**config.mk**
```make
export PLATFORM = sky130hd
export DESIGN_NAME = vfreq_meter
export DESIGN_NICKNAME = d
export VERILOG_FILES = /design/src/rtl/vfreq_meter.sv
export SDC_FILE = /design/constraint.sdc
export NUM_CORES = 1
export LEC_CHECK = 0
export ABC_AREA = 1
export ABC_CLOCK_PERIOD_IN_PS = 5050
export BUFFER_PORTS_ARGS = -buffer_cell sky130_fd_sc_hd__buf_4
export CORE_MARGIN = 5
export CORE_UTILIZATION = 45
export CTS_BUF_LIST = sky130_fd_sc_hd__clkbuf_8
export CTS_CLUSTER_DIAMETER = 150
export DETAILED_ROUTE_END_ITERATION = 8
export PLACE_DENSITY_LB_ADDON = 0.25
export SYNTH_ARGS = -nofsm -noshare
export SYNTH_HDL_FRONTEND = slang
export SYNTH_SLANG_ARGS = --single-unit
```
**constraint.sdc**
```tcl
create_clock -name clk -period 5.05 [get_ports clk]
set_input_delay 0.505 -clock clk [delete_from_list [all_inputs] [get_ports clk]]
set_output_delay 0.505 -clock clk [all_outputs]
set_load 0.1 [all_outputs]
```
**src/rtl/vfreq_meter.sv**
```systemverilog
// rtl/vfreq_meter.sv - gated edge counter and period meter for the divider output
//
// Measures the divided waveform on sig_in: rising edges per fixed gate window
// (frequency) and clk cycles between consecutive rising edges (period).
// Both results are latched and announced by one-cycle valid strobes.
//
// Ports:
//   clk          - single clock, all logic on posedge
//   reset        - synchronous, active-high
//   en           - measurement enable; low holds counters cleared
//   sig_in       - divided waveform, asynchronous to clk
//   freq_count   - rising edges counted in the last completed gate window
//   freq_ovf     - last window's edge count saturated
//   freq_valid   - one-cycle strobe, freq_count/freq_ovf updated
//   period       - clk cycles between the last two rising edges
//   period_valid - one-cycle strobe, period updated
//   busy         - a gate window is in progress
module vfreq_meter #(
    parameter int GATE_CYCLES = 1000,
    parameter int CNT_W       = 16,
    parameter int SYNC_STAGES = 2
) (
    input  logic             clk,
    input  logic             reset,
    input  logic             en,
    input  logic             sig_in,
    output logic [CNT_W-1:0] freq_count,
    output logic             freq_ovf,
    output logic             freq_valid,
    output logic [CNT_W-1:0] period,
    output logic             period_valid,
    output logic             busy
);

    localparam int TW = (GATE_CYCLES > 2) ? $clog2(GATE_CYCLES) : 1;
    localparam logic [TW-1:0]    TIMER_LAST = TW'(GATE_CYCLES - 1);
    localparam logic [CNT_W-1:0] CNT_MAX    = '1;

    logic [SYNC_STAGES-1:0] sync_ff;
    logic                   s_prev;
    logic                   rise;

    logic [TW-1:0]    timer;
    logic [CNT_W-1:0] edge_cnt;
    logic             win_ovf;
    logic [CNT_W-1:0] period_cnt;
    logic             seen_first;
    logic             edge_sat;
    logic             gate_last;

    // The synchronizer runs even while disabled so that enabling never
    // exposes a stale level as a fresh edge.
    always_ff @(posedge clk) begin
        if (reset) begin
            sync_ff <= '0;
            s_prev  <= 1'b0;
        end else begin
            sync_ff <= {sync_ff[SYNC_STAGES-2:0], sig_in};
            s_prev  <= sync_ff[SYNC_STAGES-1];
        end
    end

    assign rise      = sync_ff[SYNC_STAGES-1] & ~s_prev;
    assign edge_sat  = (edge_cnt == CNT_MAX);
    assign gate_last = (timer == TIMER_LAST);
    assign busy      = en & ~reset;

    always_ff @(posedge clk) begin
        if (reset) begin
            timer        <= '0;
            edge_cnt     <= '0;
            win_ovf      <= 1'b0;
            period_cnt   <= '0;
            seen_first   <= 1'b0;
            freq_count   <= '0;
            freq_ovf     <= 1'b0;
            freq_valid   <= 1'b0;
            period       <= '0;
            period_valid <= 1'b0;
        end else begin
            freq_valid   <= 1'b0;
            period_valid <= 1'b0;
            if (!en) begin
                // Disabled: discard any partial window and disarm the period
                // measurement; latched results keep their last values.
                timer      <= '0;
                edge_cnt   <= '0;
                win_ovf    <= 1'b0;
                period_cnt <= '0;
                seen_first <= 1'b0;
            end else begin
                if (gate_last) begin
                    // A rise in the terminal cycle still belongs to this window.
                    freq_count <= edge_cnt + CNT_W'(rise & ~edge_sat);
                    freq_ovf   <= win_ovf | (rise & edge_sat);
                    freq_valid <= 1'b1;
                    timer      <= '0;
                    edge_cnt   <= '0;
                    win_ovf    <= 1'b0;
                end else begin
                    timer <= timer + TW'(1);
                    if (rise) begin
                        if (edge_sat) begin
                            win_ovf <= 1'b1;
                        end else begin
                            edge_cnt <= edge_cnt + CNT_W'(1);
                        end
                    end
                end

                if (rise) begin
                    // The first edge after enable only arms the measurement.
                    if (seen_first) begin
                        period       <= period_cnt;
                        period_valid <= 1'b1;
                    end
                    period_cnt <= CNT_W'(1);
                    seen_first <= 1'b1;
                end else if (period_cnt != CNT_MAX) begin
                    period_cnt <= period_cnt + CNT_W'(1);
                end
            end
        end
    end

endmodule

```
Yosys cells after proc, flatten, opt, wreduce, memory -nomap -nowiden:

Cells that the tools add are included.
W data, S select, Z words.

* flip-flop bits (word level): 82
* input bits: 4

* $add $sub $neg: 4
* equal/unequal tests: 3
* multiplexer cells: 4
* bitwise gates (word level): 11
* reductions and logical operators: 9

Operators by type and width (number)
* $add A16 B1 Y16 const B: 2
* $add A16 B16 Y16: 1
* $and A1 B16 Y16: 1
* $eq A16 B16 Y1 const B: 1
* $ne A16 B16 Y1 const B: 1
* $not A1 Y16: 1
* $add A10 B1 Y10 const B: 1
* $eq A10 B10 Y1 const B: 1
* $reduce_or A3 Y1: 3
* $reduce_and A2 Y1: 3
* $not A1 Y1: 5
* $mux W1: 4
* $and A1 B1 Y1: 3
* $reduce_and A3 Y1: 1
* $reduce_bool A2 Y1: 1
* $reduce_or A2 Y1: 1
* $or A1 B1 Y1: 1

Logic depth before layout (Yosys ltp):

* depth after elaboration: 4
* mapped depth: 16
* mapped depth without buffers: 15

Least setup slack after synthesis:

OpenSTA, ideal clock, no wires.

* kind: register to register
* start point: register edge_cnt[1]
* end point: register freq_count[12]
* data arrival time: 2091 ps
* path slack: 2850 ps
* cell stages (with the launch flop): 16
* cell sequence: dfxtp_1 > ha_1 > inv_1 > nor2_4 > nand2_2 > nor2_1 > nor2_2 > buf_6 > ha_1 > ha_1 > nand3_1 > inv_1 > nand3_1 > nand3_1 > nand2_1 > inv_1

* word-level cells in the longest chain between the ends: 4

Ends and longest elaborated chain
* start: declaration: line 44 `logic [CNT_W-1:0] edge_cnt;`
* start signal: assignment: line 106 `edge_cnt <= edge_cnt + CNT_W'(1);`
* $eq A16 B16 Y1: line 64 `assign edge_sat = (edge_cnt == CNT_MAX);`
* $not A1 Y16: line 94 `freq_count <= edge_cnt + CNT_W'(rise & ~edge_sat);`
* $and A1 B16 Y16: line 94
* $add A16 B16 Y16 *: line 94
* end signal: assignment: line 94
* end: declaration: line 27 `output logic [CNT_W-1:0] freq_count,`

Every way passes the cells marked *; elsewhere a longest branch is shown, timed or not.
A chain may end at the register's enable or synchronous reset.

Final worst setup path:

* start point: register edge_cnt[1]
* end point: register freq_count[8]

Same word-level chain as after synthesis.

==> results.cfg <==
[floorplanning]
die_w_um = 104
die_area_sq_mm = 0.0109
start_util = 0.460
die_h_um = 104
core_area_sq_mm = 0.00872
num_rows = 34
ioPinCount = 40

[synth]
synth_edf_count = 0
synthMostInstantiatedCell = nand2_1
avgSynthCellArea_sq_um = 7.08
synth_top_area_frac = 0.409
yosysWarnings = 0
syn_inst = 566
ys_ff_latch = 82
netlist_top_cells_area = dfxtp_1 (41%), nand2_1 (12%), nor2_1 (7.5%), inv_1 (6.1%), nand3_1 (4.7%)
syn_area_sq_mm = 0.00401
synthArstFlopShare = 0
synth-seq-area-share = 0.409
ys_top_cells_by_count = nand2_1 (130), dfxtp_1 (82), nor2_1 (80), inv_1 (65)
synthDistinctLibCells = 34
ys.flop_type = dfxtp_1
syn_nets = 575
synth_top_area_cell = dfxtp_1

[sta]
maxSlewHeadroom = 0.368
finalSetupViolCount = 0
fin_tns_setup_ns = 0
period_minus_slack_ns = 2.59
slew_violations = 0
finalHoldViolCount = 0
skew_ns = 0.00826
fmax_mhz = 386
rsz0062_at_grt = no
finalCritPeriodShare = 0.514
worstMarginPinSlew_ns = 0.946

[setup_path]
cp_cell_sequence = ha_1, inv_1, nor2_4, nand2_2, nor2_1, nor2_2, ha_1, ha_1, nand3_1, inv_1, nand3_1, a21oi_1, nor2_1
r2r_slack_ns = 2.46
cp_slowest_cell = nor2_2
cp.required_ns = 5.29
worstSetupPathType = register to register
critPathMaxStageDelay_ns = 0.40
crit_top_cell = ha_1
cp.arrival_ns = 2.83
crit_fanout = 13
reg2reg_to = freq_count[8]
regToRegStartpoint = edge_cnt[1]
end_kind = register
worstRegToRegCells = 13
cp-start-kind = register

[clock_network]
cts.sinks = 82
root_buffer = clkbuf_8
cts_tree = yes
cts_buffer_depth = 2
cts-resized-gates = 0
clkLatencyLatePin_ns = 0.35
htreeDepth = 3
hold_buffers = 0
cts.clk_slew.worst_paths_ns = 0.08
cts_buffers = 9
cts_setup_buffers = 0

[route]
routed_wl_mm = 9.16
drt_iter0_drc = 141
drc = 0
viasPerCell = 5.06
drt_pass1_iterations = 4
vias = 3608
post_drt_wl_per_cell_um = 12.9
ant_nets = 0

[power_and_ir_drop]
power_leakage_uw = 0.00185
p_per_area_mw_per_mm2 = 263
ir_drop_mv = 0.149
total_power_uw = 1190

[global_route]
antenna_found_initial = 0
grt_pass1_vias = 3349
grt_pass1_wl_mm = 15.7
grt_start_max_net_pins = 28
grt_usage = 0.171
grt_overflow_total = 0

[hold_path]
hp-class = primary input to register
hold-path-cell-count = 3
worstHoldEndpoint = sync_ff[0]
min_from = sig_in

[cells_and_area]
fin_cells = 713
syn_to_final_growth_pct = 12.8
antenna_cells = 0
fin_nets = 609
drive_gt1_frac = 0.162

[placed_design]
dp_hpwl_mm = 6.76
dp.cells = 697
globalplace.congestion = 0.876
place.port_buffers = 39

[status]
status = finished, final reports clean

[flow_run]
drv_cap = 0
==> layout by cell type, fill, tap and decap left out, drive strengths merged <==
cell	n
nor2	95
and2	1
dfxtp	82
ha	5
o21bai	1
buf	39
or2	4
nand3	38
inv	68
a21o	1
nand2	142
nand4	13
nand3b	1
nor3	4
bufinv	1
a21oi	40
xor2	9
nor4b	1
o21ai	38
xnor2	2
clkinvlp	1
clkinv	3
clkbuf	10
a31oi	6
==> power breakdown <==
part           switching [uW]  internal, uW
combinational            28.8          8.77
clock                     251           247
sequential               2.68           649
==> through the flow <==
step / hold slack, ns / setup slack (ns) / cell area, sq um / utilization
4_1_cts: 0.341 / 2.45 / 4520 / 0.518
2_1_floorplan: 0.388 / 2.85 / 4010 / -
5_1_grt: 0.357 / 2.24 / 4520 / 0.518
6_report: 0.350 / 2.46 / 4520 / 0.518
3_3_place_gp: 0.399 / 2.59 / 4310 / 0.494
3_5_place_dp: 0.397 / 2.50 / 4310 / 0.494
==> worst max-delay path, delay by kind of cell (launching register included) <==
kind	cells	cell delay [ns]
and+or+nand+nor	7	0.91
AOI/OAI and AO/OA	1	0.14
DFF	1	0.36
buffers and inverters	2	0.25
adders and majority gates	3	0.81
==> cell families after synthesis <==
logic type | Yosys count | synth area share
adders and majority gates | 5 | 0.0156
xor gates and xnor gates | 11 | 0.0240
AOI/OAI and AO/OA | 86 | 0.120
and+or+nand+nor | 299 | 0.336
DFF | 82 | 0.409
buffers and inverters | 83 | 0.0955
==> worst max path at each step <==
stage,from,endpoint,slack (ns),cells after the start
CTS,edge_cnt[0],freq_count[8],2.45,13
detailed placement,edge_cnt[0],freq_count[8],2.50,13
finish,edge_cnt[1],freq_count[8],2.46,13
global route,edge_cnt[1],freq_count[12],2.24,13
floorplan,edge_cnt[1],freq_count[12],2.85,15
global placement,edge_cnt[0],freq_count[8],2.59,13
==> state kept, by name, indices dropped and copies added (netlist names) <==
name          cells
freq_valid        1
sync_ff           2
s_prev            1
period           16
seen_first        1
edge_cnt         16
freq_ovf          1
win_ovf           1
timer            10
period_cnt       16
freq_count       16
period_valid      1
==> cell type report <==
type	count	area, sq um
fill	864	4200
multi-input combinational	401	1980
sequential	82	1640
timing repair buffer	39	293
inverter	67	256
clock buffer	10	138
tap	108	135
clock inverter	6	72.6
==> per-layer routing <==
metal	wire length, um	part of all wire	GRT usage
met5	0	0	0
met4	152	0.017	0.0611
met3	438	0.048	0.0317
met2	3790	0.41	0.255
met1	4780	0.52	0.246
Note: power is estimated with default switching activity, not from simulation.
